--- config.mk ---
export PLATFORM = sky130hd
export DESIGN_NAME = wb_stage
export DESIGN_NICKNAME = d
export VERILOG_FILES = /design/src/rtl/mips_pkg.sv /design/src/rtl/hilo_reg.sv /design/src/rtl/wb_stage.sv
export SDC_FILE = /design/constraint.sdc
export NUM_CORES = 1
export LEC_CHECK = 0
export CORE_ASPECT_RATIO = 0.6
export CORE_MARGIN = 3
export CORE_UTILIZATION = 35
export DETAILED_ROUTE_END_ITERATION = 8
export PLACE_DENSITY = 0.81
export SLEW_MARGIN = 25
export SYNTH_ARGS = -nofsm -noshare
export SYNTH_HDL_FRONTEND = slang
export SYNTH_SLANG_ARGS = --single-unit
--- constraint.sdc ---
create_clock -name Clock -period 1.6 [get_ports Clock]
set_clock_uncertainty 0.05 [all_clocks]
set_input_delay 0.32 -clock Clock [delete_from_list [all_inputs] [get_ports Clock]]
set_output_delay 0.32 -clock Clock [all_outputs]
set_load 0.01 [all_outputs]
--- src/rtl/mips_pkg.sv ---
// Shared MIPS datapath constants used by the write-back stage and its HI/LO register file.
package mips_pkg;
  localparam int DATA_W = 32;
  localparam int REG_AW = 5;

  localparam logic [REG_AW-1:0] REG_ZERO = '0;

  localparam logic SEL_LO = 1'b0;
  localparam logic SEL_HI = 1'b1;
endpackage

--- src/rtl/hilo_reg.sv ---
// Architectural HI/LO register pair with synchronous reset, joint commit and
// a same-cycle read bypass so mfhi/mflo see a value committed in the same cycle.
module hilo_reg #(
  parameter int DATA_W = mips_pkg::DATA_W
) (
  input  logic              clk,
  input  logic              rst,
  input  logic              we,
  input  logic [DATA_W-1:0] hi_in,
  input  logic [DATA_W-1:0] lo_in,
  input  logic              sel,
  output logic [DATA_W-1:0] rd_data,
  output logic [DATA_W-1:0] hi_out,
  output logic [DATA_W-1:0] lo_out
);
  import mips_pkg::*;

  logic [DATA_W-1:0] hi_d, hi_q;
  logic [DATA_W-1:0] lo_d, lo_q;

  always_comb begin
    hi_d = hi_q;
    lo_d = lo_q;
    if (we) begin
      hi_d = hi_in;
      lo_d = lo_in;
    end
  end

  always_ff @(posedge clk) begin
    if (rst) begin
      hi_q <= '0;
      lo_q <= '0;
    end else begin
      hi_q <= hi_d;
      lo_q <= lo_d;
    end
  end

  // Bypass uses the incoming pair so a read alongside a commit returns the new value.
  always_comb begin
    rd_data = (sel == SEL_HI) ? hi_q : lo_q;
    if (we) rd_data = (sel == SEL_HI) ? hi_in : lo_in;
  end

  assign hi_out = hi_q;
  assign lo_out = lo_q;
endmodule

--- src/rtl/wb_stage.sv ---
// MIPS write-back stage: register-file write data/strobe, $zero suppression, HI/LO ownership.
// Optional retirement counter enabled by defining WB_RETIRE_CNT_EN.
module wb_stage #(
  parameter int DATA_W = mips_pkg::DATA_W,
  parameter int REG_AW = mips_pkg::REG_AW
) (
  input  logic              Clock,
  input  logic              Reset,
  input  logic              RegWrite,
  input  logic              MemtoReg,
  input  logic [DATA_W-1:0] DataMemory,
  input  logic [DATA_W-1:0] ALUResult,
  input  logic [REG_AW-1:0] destinationReg,
  input  logic [DATA_W-1:0] Hi,
  input  logic [DATA_W-1:0] Lo,
  input  logic              WriteEnable,
  input  logic              ReadEnable,
  input  logic              HiLoSel,
  output logic              RegWriteEn_out,
  output logic [REG_AW-1:0] WriteReg_out,
  output logic [DATA_W-1:0] WriteData_out,
  output logic [DATA_W-1:0] HI_out,
  output logic [DATA_W-1:0] LO_out,
  output logic [31:0]       RetiredCount_out
);
  import mips_pkg::*;

  logic [DATA_W-1:0] hilo_rd;

  hilo_reg #(.DATA_W(DATA_W)) u_hilo (
    .clk     (Clock),
    .rst     (Reset),
    .we      (WriteEnable),
    .hi_in   (Hi),
    .lo_in   (Lo),
    .sel     (HiLoSel),
    .rd_data (hilo_rd),
    .hi_out  (HI_out),
    .lo_out  (LO_out)
  );

  always_comb begin
    WriteData_out = ALUResult;
    if (ReadEnable)    WriteData_out = hilo_rd;
    else if (MemtoReg) WriteData_out = DataMemory;
  end

  assign RegWriteEn_out = RegWrite && (destinationReg != REG_ZERO);
  assign WriteReg_out   = destinationReg;

`ifdef WB_RETIRE_CNT_EN
  logic [31:0] retired_cnt_d, retired_cnt_q;

  // Writes to $zero still retire an instruction, so RegWrite is counted unmasked.
  always_comb begin
    retired_cnt_d = retired_cnt_q;
    if (RegWrite || WriteEnable) retired_cnt_d = retired_cnt_q + 32'd1;
  end

  always_ff @(posedge Clock) begin
    if (Reset) retired_cnt_q <= '0;
    else       retired_cnt_q <= retired_cnt_d;
  end

  assign RetiredCount_out = retired_cnt_q;
`else
  assign RetiredCount_out = '0;
`endif
endmodule

; ---- Yosys cells after proc, flatten, opt, wreduce, memory -nomap -nowiden
; Index checks and enable logic that the tools add are counted.
[op_classes]
n_mux = 5
reduce_logical = 2
[op_table]
columns = op, count
row1 = $mux 32, 5
row2 = $reduce_bool 5->1, 1
row3 = $logic_and 1x1->1, 1
[word_totals]
regBits = 64
out_inout_bits = 134
wordCells = 9

; ---- Depth between registers and ports, before layout
; Gate-level depths: netlist of run 1.
[logic_depth]
ltp_word = 3
mapped_depth = 5
depth_no_buf = 3

; ---- Cells and area by module
; From an unflattened synthesis of run 1, not the netlist that was laid out.
[unflattened]
hier_cells = 392
hier_area_um2 = 4045.1
[modules_own_cells]
columns = mod, instances, cells_each, area_per_inst_um2
row1 = hilo_reg, 1, 245, 3078.0
row2 = wb_stage, 1, 147, 967.2

; ---- Worst setup path after synthesis of run 1
; OpenSTA, ideal clock, no wires.
[synth_timing]
path_kind = input to output
startpoint = in ReadEnable
endpoint = out WriteData_out[0]
t_arrival_ns = 1.142
t_required_ns = 1.230
path_slack_ns = 0.088
path_stages = 5
n_path_buf = 3
cell_sequence = buf_6 and2_4 buf_6 buf_6 a221oi_2
[synth_between]
elab_chain_len = 1
[synth_lines]
columns = element, line_no
row1 = "start, declared", wb_stage.sv:17  ; input logic ReadEnable,
row2 = $mux 32, wb_stage.sv:44  ; if (ReadEnable) WriteData_out = hilo_rd;
row3 = "end, declared", wb_stage.sv:21  ; output logic [DATA_W-1:0] WriteData_out,
; No other way between the ends.

; ---- Final worst setup path of run 1
[layout_timing]
startpoint = in WriteEnable
endpoint = out WriteData_out[6]
[layout_between]
elab_chain_len = 2
[layout_lines]
columns = element, line_no
row1 = "start, declared", wb_stage.sv:16  ; input logic WriteEnable,
row2 = $mux 32, hilo_reg.sv:43  ; if (we) rd_data = (sel == SEL_HI) ? hi_in : lo_in;
row3 = $mux 32, wb_stage.sv:44
; No other way between the ends.

==> impl_metrics.json, run 1 <==
{
  "status": "complete, but fails checks",
  "violations": "negative setup slack",
  "clkTransAtPathRegs_ns": 0.06,
  "r2r-end": "u_hilo.hi_out[18]$_SDFFE_PP0P_",
  "cp_max_fo": 7,
  "wl_per_cell_um": 21.8,
  "crit_type": "in -> out",
  "start_util_pct": 36.6,
  "ys_ff_latch": 64,
  "fmax_ghz": 0.603,
  "fin_crit_ns": 1.66,
  "worstSetupStartpointType": "input pin",
  "grt_max_degree": 65,
  "p_leak_nw": 4.24,
  "setup_slack_ns": -0.0576,
  "pwr-share-clk_pct": 34.9,
  "final_core_util_pct": 79.5,
  "antenna_found_initial": 1,
  "crit-reg2reg-launch": "u_hilo.hi_out[18]$_SDFFE_PP0P_",
  "fin_total_pwr_mw": 5.66,
  "hold_end": "u_hilo.lo_out[5]$_SDFFE_PP0P_",
  "rrSetupSlack_ns": 0.60,
  "p_int_mw": 4.04,
  "setup_viol": 19,
  "min-delay-start": "Lo[5]",
  "power_density_nw_per_um2": 709,
  "critPathArrivalTime_ns": 1.29,
  "seq_area_um2": 1310,
  "power_frac_comb_pct": 33.9,
  "nNetsFinal": 835,
  "grt_pass1_vias": 4305,
  "finalNonFillerCells": 837,
  "vias": 4235,
  "ys_warn_count": 0,
  "postRouteWirelength_um": 18300,
  "h-tree-depth": 3,
  "synth_cell_types": 18,
  "die_width_um": 138,
  "root_buffer": "clkbuf_16",
  "gp_congestion": 0.881,
  "postSynthCellCount": 363,
  "power_switching_mw": 1.62,
  "hpwlAfterDp_um": 10800,
  "postCtsHoldBufs": 0,
  "insertion_delay_ns": 0.32,
  "cp.required_ns": 1.23,
  "nFillCells": 627,
  "dieArea_um2": 11800,
  "netSwitchingFraction_pct": 28.6,
  "ant_nets": 0,
  "placedCellCount": 773,
  "peakVddDrop_v": 0.000543,
  "coreArea_um2": 10100,
  "cts_tree": "built",
  "drt_iter0_drc": 178,
  "r2r_cells": 4,
  "cts_sinks": 64,
  "grt_use_total_pct": 26.2,
  "grt_pass1_wl_um": 24200,
  "maxCapViolCount": 0,
  "drv_slew": 0,
  "min_path_cells": 3,
  "syn-cell-area_um2": 3680,
  "grt_setup_unrepaired": "true",
  "cp-end-kind": "output port",
  "fp-row-count": 28,
  "io_buffers": 241,
  "multi_input_area_um2": 2700,
  "die_y_um": 85.5,
  "hold_viol": 0,
  "ys_seq_area_share_pct": 34.8,
  "drive_gt1_share_pct": 50.9,
  "drc": 0,
  "drt-pass1-iter-count": 4,
  "via_per_inst": 5.06,
  "hp-class": "in -> reg",
  "syn_area_per_cell_um2": 10.2,
  "seq_power_share_pct": 31.3,
  "cts_made_buffers": 9,
  "grt_overflow": 0,
  "post-route-period-util_pct": 104,
  "io_pins": 274,
  "area_growth_pct": 117,
  "cts_max_path_buffers": 2
}
-- cells in the final DEF (no fill, tap or decap), drive strengths merged --
cell type	instances
bufinv	1
a221oi	32
nor2	64
nor2b	33
dfxtp	64
clkinvlp	2
dlymetal6s2s	69
o21a	1
a211oi	32
or4	1
dlygate4sd2	113
conb	32
diode	2
mux2i	64
and2	4
clkinv	2
clkbuf	18
clkdlybuf4s50	17
buf	151
-- state kept, by name (all words and copies together), names as in the netlist --
name / count
u_hilo.lo_out: 32
u_hilo.hi_out: 32
-- per-stage QoR --
| stage | hold slack [ns] | cell area [um^2] | TNS (ns) | worst slack, ns |
|---|---|---|---|---|
| CTS | 0.345 | 7190 | -1.48 | -0.110 |
| finish | 0.249 | 7990 | -0.338 | -0.0576 |
| detailed placement | 0.479 | 6440 | -28.62 | -0.882 |
| global placement | 0.469 | 6440 | -26.66 | -0.803 |
| global route | 0.262 | 7990 | -1.13 | -0.0955 |
| floorplan | 0.454 | 3800 | 0 | 0.0880 |
-- routing by layer --
metal	share of wire (%)	wire length (um)	GRT usage, %	up-vias
li1	-	-	-	1907
met1	40	7310	32.3	2081
met2	50	9110	46.8	218
met3	8.4	1530	6.42	29
met4	1.7	302	5.74	0
met5	0	0	0	-
-- kinds of logic (layout without fill, tap and decap cells) --
kind of cell | count (synthesis) | after routing | synth area share, %
AOI/OAI and AO/OA | 65 | 65 | 19.8
buffers and inverters | 70 | 373 | 15.2
DFF | 64 | 64 | 34.8
muxes | 64 | 64 | 17.4
other | 1 | 34 | 0.102
and+or+nand+nor | 99 | 102 | 12.8
-- cell usage after synthesis, drive strengths merged --
master	number	share of area, %
a221oi	32	13
dfxtp	64	35
mux2i	64	17
a211oi	32	6.5
clkbuf	10	1.3
nor2b	33	5.8
conb	1	0.10
o21a	1	0.20
or4	1	0.20
and2	1	0.24
buf	60	14
nor2	64	6.5
-- power by group through the flow --
stage,Clock (mW),Combinational [mW],Sequential (mW)
2_1_floorplan,0,0.684,1.81
3_3_place_gp,0,1.60,1.77
3_5_place_dp,0,1.63,1.77
4_1_cts,2.00,1.70,1.75
5_1_grt,2.09,2.01,1.78
6_report,1.97,1.92,1.77
-- repair_timing --
action	CTS	global route
endpoints found under the setup margin	82	47
pin swaps	44	32
cloned	5	9
buffers inserted	22	10
resized for setup	402	158
-- area by class of cell --
type / count / share of cell area, %
clock inverters: 5 / 0.689
flip-flops and latches: 64 / 16.4
multi-input cells: 263 / 33.8
well taps: 135 / 2.11
diodes: 2 / 0.0626
repair buffers: 357 / 43.9
clock buffers: 11 / 3.16
-- how the worst max path moves through the flow --
stage	from	end	slack (ns)	depth (start not counted)
finish	WriteEnable	WriteData_out[6]	-0.06	5
global route	WriteEnable	WriteData_out[6]	-0.1	5
CTS	ALUResult[6]	WriteData_out[6]	-0.11	5
detailed placement	ReadEnable	WriteData_out[6]	-0.88	4
global placement	HiLoSel	WriteData_out[0]	-0.80	4
floorplan	ReadEnable	WriteData_out[0]	0.09	5
-- worst max-delay path: stages --
cell and delay, ns:
buf_16 0.14, buf_16 0.16, mux2i_2 0.17, a221oi_2 0.29, buf_2 0.19
Note: power is estimated with default switching activity, not from simulation.
==> run 2, diff against run 1 <==
GPL_TIMING_DRIVEN = 0   (was unset)
HOLD_SLACK_MARGIN = 0.05   (was unset)
SETUP_SLACK_MARGIN = 0.15   (was unset)
==> run 2 against run 1 <==
  * The flow still finishes with violations (negative setup slack)
  * Total power grew 1.3%
  * Combinational power shrank 8%
  * Wire length fell by 9.9%
  * Sequential power hardly changed
  * Critical path depth grew 1
  * Clock power rose by 12%
  * Cell count decreased by 3.6%
  * Die area unchanged
==> impl_metrics.json, run 2 (same netlist as run 1, synthesis figures left out) <==
{
  "wl_met1_um": 6880,
  "cts_made_buffers": 9,
  "antenna_cells": 0,
  "setup_viol": 33,
  "r2r-end": "u_hilo.hi_out[2]$_SDFFE_PP0P_",
  "via_per_inst": 4.93,
  "io_buffers": 237,
  "die_y_um": 85.5,
  "slew_headroom_pct": 58.7,
  "grt_max_degree": 12,
  "drv_slew": 0,
  "grt_use_total_pct": 26.2,
  "ant_nets": 0,
  "wl_per_cell_um": 20.4,
  "finalNonFillerCells": 807,
  "seq_power_share_pct": 30.6,
  "drt-pass1-iter-count": 4,
  "peakVddDrop_v": 0.000625,
  "whs_ns": 0.255,
  "antenna_found_initial": 0,
  "hp-class": "in -> reg",
  "gp_congestion": 0.838,
  "crit-reg2reg-launch": "u_hilo.hi_out[2]$_SDFFE_PP0P_",
  "worstSetupStartpointType": "input pin",
  "grt_pass1_vias": 4279,
  "fmax_ghz": 0.593,
  "io_pins": 274,
  "mostFrequentLayoutCell": "dlygate4sd2_1",
  "h-tree-depth": 3,
  "cts_sinks": 64,
  "postRouteWirelength_um": 16500,
  "vias": 3981,
  "mostFrequentLayoutCells": "dlygate4sd2_1 (129), nor2_1 (64), dfxtp_1 (64)",
  "grt_setup_unrepaired": "true",
  "top_layer_used": "met4",
  "fin_total_pwr_mw": 5.74,
  "netSwitchingFraction_pct": 27.8,
  "dr_wl_met3_um": 1300,
  "maxCapViolCount": 0,
  "design_area_um2": 7530,
  "status": "complete, but fails checks",
  "fp-row-count": 28,
  "fin_crit_ns": 1.69,
  "start_util_pct": 36.6,
  "violations": "negative setup slack",
  "cp_max_fo": 7,
  "nFillCells": 662,
  "drc": 0,
  "critPathArrivalTime_ns": 1.32,
  "p_int_mw": 4.14,
  "power_density_nw_per_um2": 762,
  "grt_overflow": 0,
  "power_switching_mw": 1.59,
  "dp_slack_ns": -0.877,
  "route.met2.wl_um": 8000,
  "area_growth_pct": 104,
  "rrSetupSlack_ns": 0.63,
  "min-delay-start": "Hi[6]",
  "clkTransAtPathRegs_ns": 0.05,
  "placedCellCount": 766,
  "post-route-period-util_pct": 105,
  "coreArea_um2": 10100,
  "cp-end-kind": "output port",
  "cp.required_ns": 1.23,
  "cts_max_path_buffers": 2,
  "pwr-share-clk_pct": 38.5,
  "power_frac_comb_pct": 30.8,
  "cts_tree": "built",
  "min_path_cells": 3,
  "hpwlAfterDp_um": 11500,
  "crit_type": "in -> out",
  "r2r_cells": 4,
  "dpl_cell_area_um2": 6340,
  "dieArea_um2": 11800,
  "nNetsFinal": 807,
  "drive_gt1_share_pct": 43.9,
  "hold_end": "u_hilo.hi_out[6]$_SDFFE_PP0P_",
  "insertion_delay_ns": 0.32,
  "grt_pass1_wl_um": 24200,
  "tightestPinTransition_ns": 0.620,
  "drt_iter0_drc": 173,
  "hold_viol": 0,
  "setup_slack_ns": -0.0856,
  "postCtsHoldBufs": 0,
  "p_leak_nw": 3.63,
  "die_width_um": 138,
  "root_buffer": "clkbuf_16"
}
==> run 2: changes by cell type in the layout (fill, tap and decap cells not counted), sizes merged <==
cell	previous run	this run
dlymetal6s2s	69	22
clkdlybuf4s50	17	46
dlygate4sd2	113	129
and2	4	1
diode	2	0
clkbuf	18	26
clkinv	2	0
bufinv	1	2
buf	151	121
==> run 2: how the worst max path moves through the flow <==
stage / startpoint / end / depth (start not counted)
after floorplan: ReadEnable / WriteData_out[0] / 5
after global placement: HiLoSel / WriteData_out[19] / 6
after detailed placement: HiLoSel / WriteData_out[19] / 6
after CTS: ReadEnable / WriteData_out[19] / 6
after global routing: HiLoSel / WriteData_out[14] / 6
final: ReadEnable / WriteData_out[8] / 6
==> run 2: routing by layer <==
| metal | track usage [%] | vias to the layer above |
|---|---|---|
| met5 | 0 | - |
| met4 | 6.64 | 0 |
| met3 | 6.31 | 27 |
| met2 | 45.4 | 203 |
| met1 | 33.2 | 1907 |
| li1 | - | 1844 |
==> run 2: cell type report <==
type	instances	area [um^2]	area share, %
Multi-Input combinational cell	260	2620	34.8
Timing Repair Buffer	262	2400	31.9
Sequential cell	64	1280	17.0
Buffer	70	714	9.49
Clock buffer	12	267	3.54
Tap cell	135	169	2.24
Clock inverter	4	75.1	0.997
==> run 2: per-stage QoR <==
stage               utilization, %  TNS [ns]
floorplan                        -         0
global placement              63.1    -28.06
global route                  74.9     -2.96
CTS                           71.8     -1.89
finish                        74.9     -1.81
detailed placement            63.1    -28.43
==> run 2: power by group through the flow <==
stage / combinational (mW) / clock [mW] / sequential [mW]
floorplan: 0.684 / 0 / 1.81
global placement: 1.57 / 0 / 1.77
detailed placement: 1.59 / 0 / 1.77
CTS: 1.66 / 2.24 / 1.75
global route: 1.86 / 2.32 / 1.77
finish: 1.77 / 2.21 / 1.76
==> run 2: what timing repair did <==
action | 4_1_cts | 5_1_grt
pin swaps | 51 | 33
gates resized for setup | 454 | 55
cloned | 3 | 3
setup buffers | 14 | 5
endpoints found under the setup margin | 102 | 33
==> run 2: critical path, stage by stage <==
cell       delay, ns
buf_12          0.11
and2_4          0.14
buf_12          0.15
clkbuf_16       0.16
a221oi_2        0.25
buf_2           0.18
